===== config.mk =====
export PLATFORM = sky130hd
export DESIGN_NAME = light_level_ctrl
export DESIGN_NICKNAME = d
export VERILOG_FILES = /design/src/rtl/light_level_ctrl.sv
export SDC_FILE = /design/constraint.sdc
export NUM_CORES = 1
export LEC_CHECK = 0
export CAP_MARGIN = 20
export CORE_ASPECT_RATIO = 1.4
export CORE_UTILIZATION = 45
export DETAILED_ROUTE_END_ITERATION = 12
export PLACE_DENSITY = 0.68
export SETUP_SLACK_MARGIN = 0.2
export SLEW_MARGIN = 40
export SYNTH_ARGS = -nofsm -noshare
export SYNTH_HDL_FRONTEND = slang
export SYNTH_SLANG_ARGS = --single-unit

===== constraint.sdc =====
create_clock -name clk -period 1.62 [get_ports clk]
set_input_delay 0.324 -clock clk [delete_from_list [all_inputs] [get_ports clk]]
set_output_delay 0.324 -clock clk [all_outputs]
set_load 0.005 [all_outputs]

===== src/rtl/light_level_ctrl.sv =====
// light_level_ctrl: N-level light controller driven by up/down push-buttons.
// A press steps the level immediately; holding the button auto-repeats after
// REPEAT_DLY cycles, then every REPEAT_PER cycles. The ends either saturate or
// wrap (WRAP).
// Optional feature macro LIGHT_IDLE_OFF_EN: after IDLE_CYCLES cycles with no
// action, a lit output is forced back to level 0.
module light_level_ctrl #(
  parameter int unsigned LEVELS      = 8,
  parameter int unsigned WRAP        = 0,
  parameter int unsigned REPEAT_DLY  = 50,
  parameter int unsigned REPEAT_PER  = 10,
  parameter int unsigned IDLE_CYCLES = 1000,
  localparam int unsigned LW         = $clog2(LEVELS)
) (
  input  logic          clk,
  input  logic          rst,
  input  logic          button_up,
  input  logic          button_down,
  output logic [LW-1:0] light,
  output logic          at_max,
  output logic          at_min,
  output logic          step_pulse
);

  localparam int unsigned DlyPer = (REPEAT_DLY > REPEAT_PER) ? REPEAT_DLY : REPEAT_PER;
  localparam int unsigned CntMax = (DlyPer > IDLE_CYCLES) ? DlyPer : IDLE_CYCLES;
  localparam int unsigned CW     = $clog2(CntMax + 1);

  localparam logic [LW-1:0] MaxLvl = LW'(LEVELS - 1);

  typedef enum logic [1:0] {ActNone, ActUp, ActDn} action_e;
  typedef enum logic [1:0] {StIdle, StHold, StRepeat} state_e;

  action_e       act, act_q;
  state_e        state_q, state_d;
  logic [CW-1:0] cnt_q, cnt_d;
  logic [LW-1:0] light_q, light_d;
  logic          step_pulse_q;
  logic          press;
  logic          step;
  logic          idle_hit;

  // Decode the button pair into a single action; both or neither is no action.
  always_comb begin
    act = ActNone;
    if (button_up && !button_down) begin
      act = ActUp;
    end else if (!button_up && button_down) begin
      act = ActDn;
    end
  end

  // A press is any new UP/DN action, including a direct UP<->DN swap.
  assign press = (act != ActNone) && (act != act_q);

  // FSM state, repeat counter and previous action.
  always_ff @(posedge clk) begin
    if (rst) begin
      state_q <= StIdle;
      cnt_q   <= '0;
      act_q   <= ActNone;
    end else begin
      state_q <= state_d;
      cnt_q   <= cnt_d;
      act_q   <= act;
    end
  end

  // Next-state logic: step on press, then after the hold delay, then periodically.
  always_comb begin
    state_d = state_q;
    cnt_d   = cnt_q;
    step    = 1'b0;
    if (act == ActNone) begin
      state_d = StIdle;
      cnt_d   = '0;
    end else if (press) begin
      step    = 1'b1;
      cnt_d   = '0;
      state_d = StHold;
    end else begin
      unique case (state_q)
        StHold: begin
          if (cnt_q == CW'(REPEAT_DLY - 1)) begin
            step    = 1'b1;
            cnt_d   = '0;
            state_d = StRepeat;
          end else begin
            cnt_d = cnt_q + CW'(1);
          end
        end
        StRepeat: begin
          if (cnt_q == CW'(REPEAT_PER - 1)) begin
            step  = 1'b1;
            cnt_d = '0;
          end else begin
            cnt_d = cnt_q + CW'(1);
          end
        end
        default: ;
      endcase
    end
  end

`ifdef LIGHT_IDLE_OFF_EN
  logic [CW-1:0] idle_q, idle_d;

  // Idle counter runs only while nothing is pressed and the light is on.
  always_comb begin
    idle_d   = '0;
    idle_hit = 1'b0;
    if (act == ActNone && light_q != '0) begin
      if (idle_q == CW'(IDLE_CYCLES - 1)) begin
        idle_hit = 1'b1;
      end else begin
        idle_d = idle_q + CW'(1);
      end
    end
  end

  // Idle counter register.
  always_ff @(posedge clk) begin
    if (rst) begin
      idle_q <= '0;
    end else begin
      idle_q <= idle_d;
    end
  end
`else
  assign idle_hit = 1'b0;
`endif

  // Output logic: next light level and end-of-range flags.
  always_comb begin
    light_d = light_q;
    if (step) begin
      if (act == ActUp) begin
        if (light_q != MaxLvl) begin
          light_d = light_q + LW'(1);
        end else if (WRAP != 0) begin
          light_d = '0;
        end
      end else begin
        if (light_q != '0) begin
          light_d = light_q - LW'(1);
        end else if (WRAP != 0) begin
          light_d = MaxLvl;
        end
      end
    end
    if (idle_hit) begin
      light_d = '0;
    end
    at_max = (light_q == MaxLvl);
    at_min = (light_q == '0);
  end

  // Level register; step_pulse flags any actual level change.
  always_ff @(posedge clk) begin
    if (rst) begin
      light_q      <= '0;
      step_pulse_q <= 1'b0;
    end else begin
      light_q      <= light_d;
      step_pulse_q <= (light_d != light_q);
    end
  end

  assign light      = light_q;
  assign step_pulse = step_pulse_q;

endmodule


# == After elaboration in Yosys (flattened, before gate mapping) ==
# Index checks and enable logic that the tools add are counted.
# classes
n_addsub,3
multipliers,0
div,0
order_cmp,0
n_eq_ne,9
shifts,0
n_mux,17
bitwise,0
n_reduce_logical,16
# ops
cell,count
$mux 10,2
$pmux 10 s2,1
$mux 3,4
$add 10x1->10 const B,1
$eq 10x4->1 const B,1
$eq 10x6->1 const B,1
$reduce_bool 2->1,4
$mux 1,7
$eq 2x1->1 const B,2
$mux 2,2
$reduce_and 2->1,2
$add 3x1->3 const B,1
$eq 3x3->1 const B,1
$logic_and 1x1->1,3
$logic_not 3->1,1
$ne 3x3->1,1
$ne 3x3->1 const B,1
$reduce_bool 3->1,1
$reduce_or 3->1,1
$sub 3x1->3 const B,1
$eq 2x2->1 const B,1
$logic_not 1->1,2
$logic_not 2->1,1
$ne 2x2->1,1
2 further kinds,2
# word_totals
register_bits,18
latch_bits,0
mem_bits_rw,0
rom_bits,0
inputBits,4
out_inout_bits,6
word_cells,51
mem_count,0

# == Depth between registers and ports, before layout ==
# logic_depth
word_depth,10
mapped_depth,8
depth_no_buf,7

# == Worst setup path after synthesis ==
# Ideal clock, no wire load.
# synth_path
path_type,register -> register
startpoint,reg state_q[0]
endpoint,reg cnt_q[9]
setup_time_ns,0.132
arrival_ns,1.589
t_required_ns,1.488
path_slack_ns,-0.101
path_stages_with_launch,9
n_path_buf,1
synth_period_minus_slack_ns,1.721
cell_sequence,dfxtp_1 inv_1 ha_1 buf_2 nand3b_1 nor3_1 and3_2 xnor2_1 nor2_1
# synth_via
elab_chain_len,2
word_cells_on_any_way,4
cone_classes,2 x eq/ne; 1 x mux; 1 x reduce/logical
# synth_lines
item,line_no,text
"start, declared",35,"state_e state_q, state_d;"
"start signal, assigned",59,state_q <= StIdle;
"start signal, assigned",63,state_q <= state_d;
$eq 2x2->1 or $eq 2x1->1 (tied branches),82,unique case (state_q)
$pmux 10 s2 or $reduce_bool 2->1 (tied branches),--,
"end signal, assigned",64,cnt_q <= cnt_d;
"end, declared",36,"logic [CW-1:0] cnt_q, cnt_d;"
# Several ways; a longest one is shown, not always the timed one.
# A chain may end at the register's enable or synchronous reset.

# == Worst setup path in the final report ==
# layout_path
startpoint,reg cnt_q[7]
endpoint,reg cnt_q[9]
# layout_via
elab_chain_len,3
word_cells_on_any_way,6
cone_classes,1 x add/sub; 2 x eq/ne; 3 x mux
# layout_lines
item,line_no
"$add 10x1->10, or another cell as far along","89, 97"
$mux 10 (on tied branches),"93, 84"
$pmux 10 s2 (*),82
# Mark *: on every way between the ends. The rest lies on a longest branch, timed or not.

==> results.md <==
- The flow ran to the end, but the final reports show violations.
- The final reports fail on setup timing.
- The final core utilization is 0.7610.
- The arrival time at the worst endpoint is 1.92 ns.
- The share of layout cells above drive strength 1 is 0.5161.
- The clock slew seen by the registers of the worst setup and hold paths is 0.11 ns.
- The combinational cell fraction of total power is 0.353.
- The classification of the worst-slack hold path is flop to flop.
- The most instantiated flip-flop cell in the synthesis netlist is dfxtp_1.
- For the pin with the worst max-slew slack, the measured transition is 0.3673 ns.
- Summed over all cells, the static leakage comes to 0.6703 nW.
- After synthesis, the share of flip-flops with an asynchronous set or reset is 0.
- The critical path launch point type is a flop.
- The longest clock path from root to sink contains 2 buffers.
- The first global-routing pass estimated 4.188 mm of wire.
- Walking the worst path, the cells encountered are nor4_4, nand3b_1, o311ai_4, clkbuf_16, nor2_1.
- The shortest period the worst path allows is 1.707 ns.
- The cell area that synthesis handed to floorplanning was 1018 um2.
- The maximum vdd drop is between 0.5 and 0.6 mV.
- The chip height is 58.29 um.
- The DRC violation total after the first TritonRoute iteration is 11.
- The smallest setup slack after layout is -0.08705 ns.
- The largest single stage delay on the critical path is between 0.4 and 0.5 ns.
- After detailed routing, the total wire length is 2.588 mm.
- The share of total power dissipated in the clock network is 0.242.
- TritonCTS built the clock tree.
- The via count of the first global-routing pass came to 975.
- The class of the most critical setup path is flop to flop.
- The share of synthesized area in the top cell type comes to 0.3538.
- The count of mapped cells out of synthesis is 111.
- The detail route stage leaves a number of antenna-violating nets equal to 0.
- The initial antenna violation count is 0.
- The slowest stage of the critical path is the o311ai_4 cell.
- Setup violations remaining at the end of the flow were counted as 13.
- The average wire per cell in the routed design is 14.62 um.
- The half-perimeter wire length after placement is 1.642 mm.
- For this configuration, the core starts out at a cell density of 0.4733.
- The worst relative slew slack is 0.7546.
- Setup repair after global routing could not meet its margin everywhere.
- The number of hold-slack violations in the final timing report was 0.
- In the routed design, unresolved DRC markers number 0.
- In this run the horizontal extent of the chip is 42.21 um.
- Dividing total power by cell area gives a power density of just over 700 nW/um2.
- The total power is 1.186 mW.
- Timing analysis after detailed placement gives a worst setup slack of -0.4540 ns.
- The number of buffers inserted for hold repair after clock tree synthesis is 0.
- The share of the Yosys chip area taken by registers is 0.3538.
- Max-cap violations in this run came to 0.
- On the final layout, the worst clock skew is 0.009428 ns.
- The total global routing track utilization is 0.2214.
- The net count of the finished layout is 169.
- Across all register-to-register paths, the minimum setup slack is -0.09 ns.
- Sorting the synthesized cells by area gives the leading types as dfxtp_1 35%, ha_1 11%, nor2_1 7.4%, xnor2_1 6.0%, xor2_1 4.3%.
- The root buffer cell chosen for the clock tree is clkbuf_4.
- The CTS H-tree depth is 1.
- Of the total power, registers draw 0.405.
- The total internal power is 836.2 uW.
- The placer congestion estimate is around 0.77.
- The most common cell in the netlist is nor2_1.
- The die covers 2460 um2.
- The net switching fraction of the power is 0.2947.
- From synthesis to final layout, the design area changed by 60.81%.
- The finished cells cover 1638 um2.
- The number of optimization iterations in the first detailed-route pass is 4.
- The netlist uses 33 different library cells.
- In this run the power spent charging and discharging nets is 349.3 uW.
- Along the worst path, the maximum fanout reaches 5.
- By count the netlist is led by 20 x nor2_1, 18 x dfxtp_1, 10 x inv_1, 9 x ha_1, 7 x xnor2_1.
- The number of CTS-inserted buffers is 3.
- The data required time at the worst endpoint is 1.83 ns.
- In this run, synthesis inferred 0 flip-flops with an integrated enable.
- The number of synthesized register bits is 18.
- The clock drives 18 sinks.
- The worst setup path is captured at a flop.
- Adding up every negative setup slack in the final design gives -0.5701 ns.
- Timing would allow up to 0.5858 GHz.
- The dominant delay contributor by cell family on the critical path is simple AND/OR/NAND/NOR gates.
- The floorplan row count is 20.
- The latest clock arrival within the worst-skew pair is 0.30 ns.
- The number of buffers and inverters on the critical path is 1.
- Of all cell types, the one taking the most synthesized area is dfxtp_1.
- The leftover overflow at the end of global routing is 0.
- The average cell area after synthesis is 9.175 um2.
- The post-place instance area is 1304 um2.
- The number of pins with negative max-slew slack in the final report came to 0.
- When the netlist entered floorplanning its net count stood at between 100 and 150.
- The pin count of the biggest net entering global routing is 11.
- The Yosys step of the flow raised 0 warnings.
- The core region is 2152 um2.
- In the routed layout, each cell is associated on average with a via count of between 5 and 6.
- The repair_antennas step left the layout with diodes totalling 0.
- 10 I/O pins were placed.
- The number of port buffers is 9.
- In the finished design, the share of the clock period the worst path needs comes to 1.054.
- The via count of the routed design is around 950.
[cell families after synthesis]
logic type	share of synthesized area
compound gates	0.1462
xor+xnor	0.1032
fa+ha+maj	0.1106
buf+inv	0.04177
flops	0.3538
mux	0.02088
simple gates	0.2236
[metal layers]
metal / track usage / routed length (um) / vias up
met5: 0 / 0 / -
met4: 0.08036 / 80 / 0
met3: 0.03067 / 64 / 7
met2: 0.4330 / 1473 / 16
met1: 0.2359 / 970 / 453
li1: - / - / 469
[path summary, 6_finish.rpt]
path                            startpoint  cells after the start         end
worst max-delay path              cnt_q[7]                      5    cnt_q[9]
worst min-delay path            state_q[1]                      1  state_q[1]
worst max register to register    cnt_q[7]                      5    cnt_q[9]
worst min register to register  state_q[1]                      1  state_q[1]
[sequential cells by signal, indices dropped and copies added, names as in the netlist]
name and flops:
act_q 2, cnt_q 10, light 3, state_q 2, step_pulse 1
[worst register-to-register path, delay by kind of cell (launching register included)]
family                 cells  cell delay [ns]
AND/OR/NAND/NOR            3             0.56
AO/OA/AOI/OAI              1             0.43
flip-flops                 1             0.38
buffers and inverters      1             0.24
[cell usage in the layout, fill, tap and decap left out, types with 2 or more instances in the layout]
cell and count:
nand4b_1 2, xnor2_1 7, o21ai_0 2, dlygate4sd2_1 3
dfxtp_1 12, clkbuf_4 3, inv_2 2, ha_1 3
nand2_1 4, dfxtp_2 5, nor2b_1 3, a21oi_1 4
buf_6 10, nor2_4 5, clkdlybuf4s50_1 2, inv_4 3
nor2_2 5, xor2_1 5, buf_4 22, and3_2 2
inv_1 5, nand3b_1 2, ha_4 5, nor2_1 10
[cell type report]
cell class | instances | area, um2
Multi-Input combinational cell | 82 | 779.5
Fill cell | 143 | 514.2
Timing Repair Buffer | 41 | 379.1
Sequential cell | 18 | 370.4
Inverter | 10 | 45.04
Clock buffer | 4 | 36.28
Tap cell | 22 | 27.53
[timing repair]
action / 4_1_cts / 5_1_grt
setup endpoints to repair: 22 / 21
gates cloned: 0 / 1
gates resized for setup: 46 / 30
buffers inserted: 9 / 1
pin swaps: 11 / 9
[stage by stage]
step,hold WS [ns],cells
final,0.5343,177
after global routing,0.5502,177
after CTS,0.5535,175
after detailed placement,0.5331,162
after global placement,0.5066,162
after floorplan,0.3890,111
[power groups by stage]
stage	Combinational [mW]	Clock, mW	Sequential [mW]
6_report	0.419	0.287	0.480
5_1_grt	0.457	0.316	0.483
4_1_cts	0.380	0.292	0.477
3_5_place_dp	0.290	0	0.486
3_3_place_gp	0.281	0	0.486
2_1_floorplan	0.143	0	0.489
Power figures use the tool's default switching activity.
